### src/rtl/pe_ws_os.sv
// Systolic MAC processing element: weight-stationary or output-stationary dataflow,
// double-buffered weight on a daisy chain, saturating/wrapping accumulate with sticky overflow.
module pe_ws_os #(
    parameter int DATA_W = 8,
    parameter int ACC_W  = 16,
    parameter int SIGNED = 0,
    parameter int SAT    = 1
) (
    input  logic              clk,
    input  logic              rst,
    input  logic              en,
    input  logic              mode,
    input  logic              valid_in,
    input  logic [DATA_W-1:0] left,
    input  logic [ACC_W-1:0]  up,
    input  logic [DATA_W-1:0] w_in,
    input  logic              w_shift,
    input  logic              w_swap,
    input  logic              drain,
    output logic [DATA_W-1:0] right,
    output logic              valid_out,
    output logic [ACC_W-1:0]  down,
    output logic              down_valid,
    output logic [DATA_W-1:0] w_out,
    output logic              ovf
);

    localparam int PW = 2 * DATA_W;
    localparam int XW = ACC_W + 1;
    localparam bit IS_SIGNED = (SIGNED != 0);
    localparam bit SAT_EN    = (SAT != 0);

    typedef enum logic {MODE_WS = 1'b0, MODE_OS = 1'b1} mode_e;

    logic [DATA_W-1:0] r_right;
    logic              r_valid_out;
    logic [ACC_W-1:0]  r_down;
    logic              r_down_valid;
    logic [DATA_W-1:0] r_shadow;
    logic [DATA_W-1:0] r_active;
    logic [ACC_W-1:0]  r_acc;
    logic              r_ovf;

    logic [PW-1:0] w_left_x;
    logic [PW-1:0] w_act_x;
    logic [PW-1:0] w_prod;
    logic [XW-1:0] w_prod_x;
    logic [XW-1:0] w_up_x;
    logic [XW-1:0] w_acc_x;
    logic [XW-1:0] w_ws_sum;
    logic [XW-1:0] w_os_sum;
    logic [ACC_W-1:0] w_ws_fix;
    logic [ACC_W-1:0] w_os_fix;
    logic          w_ws_ovf;
    logic          w_os_ovf;
    mode_e         w_mode;

    // Operands are extended to the product width first, so one unsigned multiplier
    // yields the correct low 2*DATA_W bits for both signed and unsigned operation.
    assign w_left_x = {{DATA_W{IS_SIGNED & left[DATA_W-1]}}, left};
    assign w_act_x  = {{DATA_W{IS_SIGNED & r_active[DATA_W-1]}}, r_active};
    assign w_prod   = w_left_x * w_act_x;

    assign w_prod_x = {{(XW-PW){IS_SIGNED & w_prod[PW-1]}}, w_prod};
    assign w_up_x   = {IS_SIGNED & up[ACC_W-1], up};
    assign w_acc_x  = {IS_SIGNED & r_acc[ACC_W-1], r_acc};
    assign w_ws_sum = w_prod_x + w_up_x;
    assign w_os_sum = w_acc_x + w_prod_x;
    assign w_mode   = mode_e'(mode);

    function automatic logic out_of_range(input logic [XW-1:0] x);
        if (IS_SIGNED) return x[XW-1] ^ x[XW-2];
        return x[XW-1];
    endfunction

    function automatic logic [ACC_W-1:0] fix(input logic [XW-1:0] x);
        logic [ACC_W-1:0] y;
        y = x[ACC_W-1:0];
        if (SAT_EN && out_of_range(x)) begin
            if (IS_SIGNED) y = x[XW-1] ? {1'b1, {(ACC_W-1){1'b0}}} : {1'b0, {(ACC_W-1){1'b1}}};
            else           y = '1;
        end
        return y;
    endfunction

    assign w_ws_fix = fix(w_ws_sum);
    assign w_os_fix = fix(w_os_sum);
    assign w_ws_ovf = out_of_range(w_ws_sum);
    assign w_os_ovf = out_of_range(w_os_sum);

    // NOTE: state registers use non-blocking assignments so every register samples
    // pre-edge values; this is what lets swap read the old shadow while shift overwrites it.
    always_ff @(posedge clk or negedge rst) begin
        if (!rst) begin
            r_right      <= '0;
            r_valid_out  <= 1'b0;
            r_down       <= '0;
            r_down_valid <= 1'b0;
            r_shadow     <= '0;
            r_active     <= '0;
            r_acc        <= '0;
            r_ovf        <= 1'b0;
        end else if (en) begin
            r_right      <= left;
            r_valid_out  <= valid_in;
            r_down_valid <= 1'b0;
            if (w_shift) r_shadow <= w_in;
            if (w_swap)  r_active <= r_shadow;

            if (w_mode == MODE_WS) begin
                if (valid_in) begin
                    r_down       <= w_ws_fix;
                    r_down_valid <= 1'b1;
                    if (w_ws_ovf) r_ovf <= 1'b1;
                end
            end else if (drain) begin
                // Restart the next tile with this cycle's product so drains cost no bubble.
                r_down       <= r_acc;
                r_down_valid <= 1'b1;
                r_acc        <= valid_in ? w_prod_x[ACC_W-1:0] : '0;
            end else if (valid_in) begin
                r_acc <= w_os_fix;
                if (w_os_ovf) r_ovf <= 1'b1;
            end
        end
    end

    assign right      = r_right;
    assign valid_out  = r_valid_out;
    assign down       = r_down;
    assign down_valid = r_down_valid;
    assign w_out      = r_shadow;
    assign ovf        = r_ovf;

endmodule
### config.mk
export PLATFORM = sky130hd
export DESIGN_NAME = pe_ws_os
export DESIGN_NICKNAME = d
export VERILOG_FILES = /design/src/rtl/pe_ws_os.sv
export SDC_FILE = /design/constraint.sdc
export NUM_CORES = 1
export LEC_CHECK = 0
export CAP_MARGIN = 20
export CORE_MARGIN = 4
export CORE_UTILIZATION = 45
export CTS_CLUSTER_DIAMETER = 100
export DETAILED_ROUTE_END_ITERATION = 12
export PLACE_DENSITY = 0.74
export SLEW_MARGIN = 20
export SYNTH_ARGS = -nofsm -noshare
export SYNTH_HDL_FRONTEND = slang
export SYNTH_SLANG_ARGS = --single-unit
### constraint.sdc
create_clock -name clk -period 5.1 [get_ports clk]
set_input_delay 0.51 -clock clk [delete_from_list [all_inputs] [get_ports clk]]
set_output_delay 0.51 -clock clk [all_outputs]
set_load 0.01 [all_outputs]
Word level (Yosys, flattened, before mapping)
Index checks and enable logic that the tools add are counted.
- bits in registers: 59
- input port bits: 40
- output and inout bits: 35
- word-level logic and storage cells: 39
- add/subtract/negate cells: 2
- $mul: 1
- eq/ne operators: 3
- mux-type cells: 17
- reduce and logical (&&, ||, !) cells: 8
- operators by type and width (cell ; number):
    $mux 16 ; 8
    $add 16x16->17 ; 2
    $mul 8x8->16 ; 1
    $mux 1 ; 9
    $reduce_and 3->1 ; 2
    $reduce_and 6->1 ; 1
    $reduce_bool 2->1 ; 3
    $ne 2x1->1 const B ; 2
    $reduce_and 2->1 ; 2
    $ne 2x2->1 const B ; 1

Depth between registers and ports, before layout
- depth after elaboration: 6
- gate-level depth with buffers: 24
- depth with buffers taken out: 23

Worst setup path before layout
Ideal clock, no wire load.
- path type: in2reg
- from: in left[1]
- to: reg r_acc[15]
- library setup time: 126 ps
- arrival time: 5495 ps
- data required time: 4974 ps
- path slack: -521 ps
- stages: 23
- buffers on the path: 1
- cells stage by stage: and2_1 -> fa_1 -> fa_1 -> inv_1 -> fa_1 -> inv_1 -> fa_1 -> ha_1 -> o21ai_0 -> nor2_1 -> o21a_1 -> nor3_1 -> o31ai_1 -> xor2_1 -> ha_1 -> a21o_1 -> a21oi_1 -> o21ai_1 -> a21oi_2 -> o21ai_2 -> a21o_1 -> buf_6 -> o32a_1
- cells in the longest elaborated chain, start to end: 5
- elaborated cells between the ends (all ways): 6
- those cells by class: add/sub: 1; mul: 1; mux: 4
- ends and longest elaborated chain (element ; line ; source):
    start, declared ; 14 ; input logic [DATA_W-1:0] left,
    $mul 8x8->16 (*) ; 62 ; assign w_prod = w_left_x * w_act_x;
    $add 16x16->17 ; 68 ; assign w_os_sum = w_acc_x + w_prod_x;
    $mux 16 ; 79 ; if (SAT_EN && out_of_range(x)) begin
    $mux 16 ; 121 ; end else if (valid_in) begin
    $mux 16 (*) ; 116 ; end else if (drain) begin
    end signal, assigned ; 120 ; r_acc <= valid_in ? w_prod_x[ACC_W-1:0] : '0;
    end signal, assigned ; 122 ; r_acc <= w_os_fix;
    end, declared ; 41 ; logic [ACC_W-1:0] r_acc;
Every way passes the cells marked *; elsewhere a longest branch is shown, timed or not. The select of a mux whose other input is x is not followed.
A chain may end at the register's enable or synchronous reset.

Worst setup path in the final report
- from: reg r_active[4]
- to: reg r_acc[15]
- cells in the longest elaborated chain, start to end: 5
- elaborated cells between the ends (all ways): 6
- those cells by class: add/sub: 1; mul: 1; mux: 4
- ends and longest elaborated chain (element ; line ; source):
    start, declared ; 40 ; logic [DATA_W-1:0] r_active;
    start signal, assigned ; 108 ; if (w_swap) r_active <= r_shadow;
    $mul 8x8->16 (*) ; 62 ;
    $add 16x16->17 ; 68 ;
    $mux 16 ; 79 ;
    $mux 16 ; 121 ;
    $mux 16 (*) ; 116 ;
Marked as above.

==> results.md <==
Setup path:
- The highest net fanout along the worst path is 7.
- The launch point of the worst path is r_active[4].
- In this run the register-to-register setup slack is -0.58 ns.
- The kind of end point of the critical path is a flip-flop.
- The data arrival time of the critical path is 5.91 ns.
- The startpoint class of the critical path is a flip-flop.
- In this run the critical register-to-register path is launched from r_active[4].
- The critical setup path kind is flip-flop to flip-flop.
- The critical path data required time is 5.33 ns.

CTS:
- TritonCTS built the clock tree.
- The number of clock buffers inserted by TritonCTS is 9.
- The post-cts hold buffer count is 0.
- The insertion delay of the later-clocked pin in the worst-skew pair is 0.34 ns.
- The longest clock path from root to sink contains 2 buffers.
- The clock tree root buffer cell is sky130_fd_sc_hd__clkbuf_16.
- The H-tree generated during clock tree synthesis spans 3 levels.
- The tree built by TritonCTS fans out to 59 sinks.
- Clock-pin slew was measured on the worst setup and hold paths at 0.06 ns.

Die:
- Measured along the y axis, the die boundary spans 124 um.
- The core area is 12900 um^2.
- Row generation in the floorplan step produced 41 rows.
- The die outline area is 15300 um^2.
- The initial standard-cell utilization of the core is 0.467.
- For this design the top-level I/O count stands at 75.
- The floorplan step set the die width to 124 um.

Global route:
- The total global routing overflow is 0.
- The number of antenna violations at the first check in global routing was 0.
- The global-route usage over all layers is 0.248.
- The via count of the first global-routing pass is around 5800.
- The pin count of the biggest net entering global routing is 60.
- The first-pass GRT wire length is between 20000 and 30000 um.

Drt:
- The routed length per instance is 17.9 um.
- In the routed design, unresolved DRC markers number 0.
- The antenna violation net count after detailed routing is 0.
- The routed layout has 5717 vias.
- For this block, the routed nets add up to 18400 um of wire.
- The starting DRC count in detailed routing is 395.
- Dividing the detail-routed via count by the number of cells gives between 5 and 6.
- The first detailed-routing pass ran for 4 iterations.

STA:
- The ratio of final minimum period to clock period is 1.11.
- The count of pins over their slew limit came to 0.
- Setup repair after global routing could not meet its margin everywhere.
- Once routing completed, OpenROAD measured the worst setup slack at -0.581 ns.
- Headroom to the max-slew limit came out at 0.419.
- The worst clock skew is 0.00625 ns.
- The shortest period the worst path allows is 5.68 ns.
- The top achievable clock speed is around 180 MHz.
- At the pin with the least slew margin, the transition time is 0.868 ns.
- The number of hold violations in the final report is 0.
- Setup violations remaining at the end of the flow were counted as 33.

Hold path:
- The worst hold path belongs to the class input pin to asynchronous set/reset pin.

Flow run:
- Max-cap violations in this run came to 0.

Finish:
- For this run, the number of standard cells in the final layout without fillers is 1026.
- For this run, the post-layout net count is 995.
- Relative to the synthesized area, the layout overhead comes to 47.0%.
- The count of antenna diodes in the layout is 0.
- The fraction of final layout cells with drive strength greater than 1 is 0.326.
- The filler cells instantiated in the layout total 942.

Place:
- The weighted congestion reported at the end of routability-driven placement is 0.884.
- Before CTS, the worst setup slack after placement is -1.34 ns.
- The count of input and output buffers is between 70 and 80.
- The wire-length estimate of the detail-placed layout is 13800 um.
- Counting tap cells, the placed design contains a total of 993 instances.

Yosys:
- The fraction of the yosys area taken by sequential cells is 0.245.
- In the synthesized netlist the async set-or-reset flop fraction comes to 1.00.
- The register bit count reported by yosys is 59.
- For this run, the leading register cell type out of synthesis is sky130_fd_sc_hd__dfrtp_1.
- The number of warnings issued by yosys is 0.
- The most common cell in the synthesized netlist is sky130_fd_sc_hd__ha_1.
- The biggest area contributor in the post-synthesis netlist is sky130_fd_sc_hd__dfrtp_1.
- The mapped netlist covers 6020 um^2.
- The top cell type's share of synthesized area is 0.245.
- Counting flops with a built-in enable in the synthesized netlist gives 0.
- Sorting the synthesized cells by area gives the leading types as sky130_fd_sc_hd__dfrtp_1 25%, sky130_fd_sc_hd__ha_1 14%, sky130_fd_sc_hd__fa_1 13%.
- The mean instance size in the synthesized netlist is 9.33 um^2.
- The gate count after technology mapping is ~650.
- The count of cell types in the netlist is 58.
- The net count of the mapped netlist is 791.
- After synthesis, the most frequently instantiated cells are 68 x sky130_fd_sc_hd__ha_1, 59 x sky130_fd_sc_hd__dfrtp_1, 57 x sky130_fd_sc_hd__and2_1.

Status:
- The final reports fail on setup timing.
- The flow ran to the end, but the final reports show violations.
logic make-up (layout without fill, tap and decap cells):
family,after synthesis,after routing,synth area share
simple gates,174,174,0.145
compound gates,173,173,0.194
fa+ha+maj,106,106,0.268
buf+inv,71,280,0.0470
flops,59,59,0.245
xor+xnor,35,35,0.0510
mux,27,27,0.0503
metal layers:
metal | vias up | GRT usage | share of wire
met2 | 133 | 0.407 | 0.50
met5 | - | 0 | 0
li1 | 2695 | - | -
met1 | 2848 | 0.333 | 0.44
met3 | 41 | 0.0431 | 0.037
met4 | 0 | 0.0844 | 0.027
registers in the layout, summed over array words and instances, names as in the netlist:
name,flops
right,8
ovf,1
w_out,8
r_acc,16
valid_out,1
r_active,8
down_valid,1
down,16
placed cells by master, fill, tap and decap left out, types with 24 or more instances in the layout:
| cell | Yosys | routed |
|---|---|---|
| sky130_fd_sc_hd__clkdlybuf4s50_1 | 0 | 65 |
| sky130_fd_sc_hd__nor2_1 | 27 | 24 |
| sky130_fd_sc_hd__ha_1 | 68 | 57 |
| sky130_fd_sc_hd__buf_4 | 0 | 127 |
| sky130_fd_sc_hd__inv_1 | 54 | 51 |
| sky130_fd_sc_hd__and2_1 | 57 | 52 |
| sky130_fd_sc_hd__mux2_2 | 26 | 26 |
| sky130_fd_sc_hd__nand2_1 | 54 | 50 |
| sky130_fd_sc_hd__fa_1 | 38 | 34 |
| sky130_fd_sc_hd__dfrtp_1 | 59 | 53 |
through the flow:
stage / setup TNS (ns) / utilization / cell area [um^2] / hold WS [ns]
after global routing: -22.98 / 0.687 / 8840 / 0.412
after detailed placement: -40.13 / 0.618 / 7960 / 0.459
after CTS: -11.77 / 0.671 / 8640 / 0.377
final: -15.81 / 0.687 / 8840 / 0.348
after floorplan: -2.38 / - / 6180 / 0.214
after global placement: -35.19 / 0.618 / 7960 / 0.450
critical path, cell delays in order, from the launching register on:
cell,delay (ns)
sky130_fd_sc_hd__dfrtp_2,0.46
sky130_fd_sc_hd__nand2_2,0.10
sky130_fd_sc_hd__fa_1,0.52
sky130_fd_sc_hd__fa_1,0.52
sky130_fd_sc_hd__inv_1,0.05
sky130_fd_sc_hd__fa_1,0.47
sky130_fd_sc_hd__fa_1,0.52
sky130_fd_sc_hd__ha_4,0.30
sky130_fd_sc_hd__o21ai_2,0.06
sky130_fd_sc_hd__nor2_2,0.10
sky130_fd_sc_hd__o21a_1,0.18
sky130_fd_sc_hd__nor3_2,0.05
sky130_fd_sc_hd__o31ai_2,0.31
sky130_fd_sc_hd__xor2_2,0.26
sky130_fd_sc_hd__ha_1,0.30
sky130_fd_sc_hd__a21o_1,0.19
sky130_fd_sc_hd__a31oi_1,0.18
sky130_fd_sc_hd__o32ai_1,0.10
sky130_fd_sc_hd__a311oi_1,0.30
sky130_fd_sc_hd__xor2_1,0.19
sky130_fd_sc_hd__nor2_1,0.05
sky130_fd_sc_hd__o32a_1,0.37
timing repair:
item | 4_1_cts | 5_1_grt
cloned | 1 | 0
resized for setup | 94 | 26
buffers inserted | 9 | 7
pin swaps | 60 | 28
hold endpoints to repair | 0 | 0
setup endpoints to repair | 33 | 33
area by class of cell:
class                   count  area (um^2)  share of cell area
clock inverters             4         72.6             0.00821
flip-flops and latches     59         1480               0.168
well taps                 172          215              0.0243
inverters                  55          206              0.0233
multi-input cells         515         4800               0.543
clock buffers              12          256              0.0290
repair buffers            209         1800               0.204
path summary, 6_finish.rpt:
kind	end	cells past startpoint
max	r_acc[15]	21
min	down[14]	2
max reg2reg	r_acc[15]	21
min reg2reg	down[12]	2
max in group asynchronous	r_active[6]	2
min in group clk	down[12]	2
Power is not shown: default switching activity piles up to over one toggle a cycle in this logic, so the estimate is an artifact.
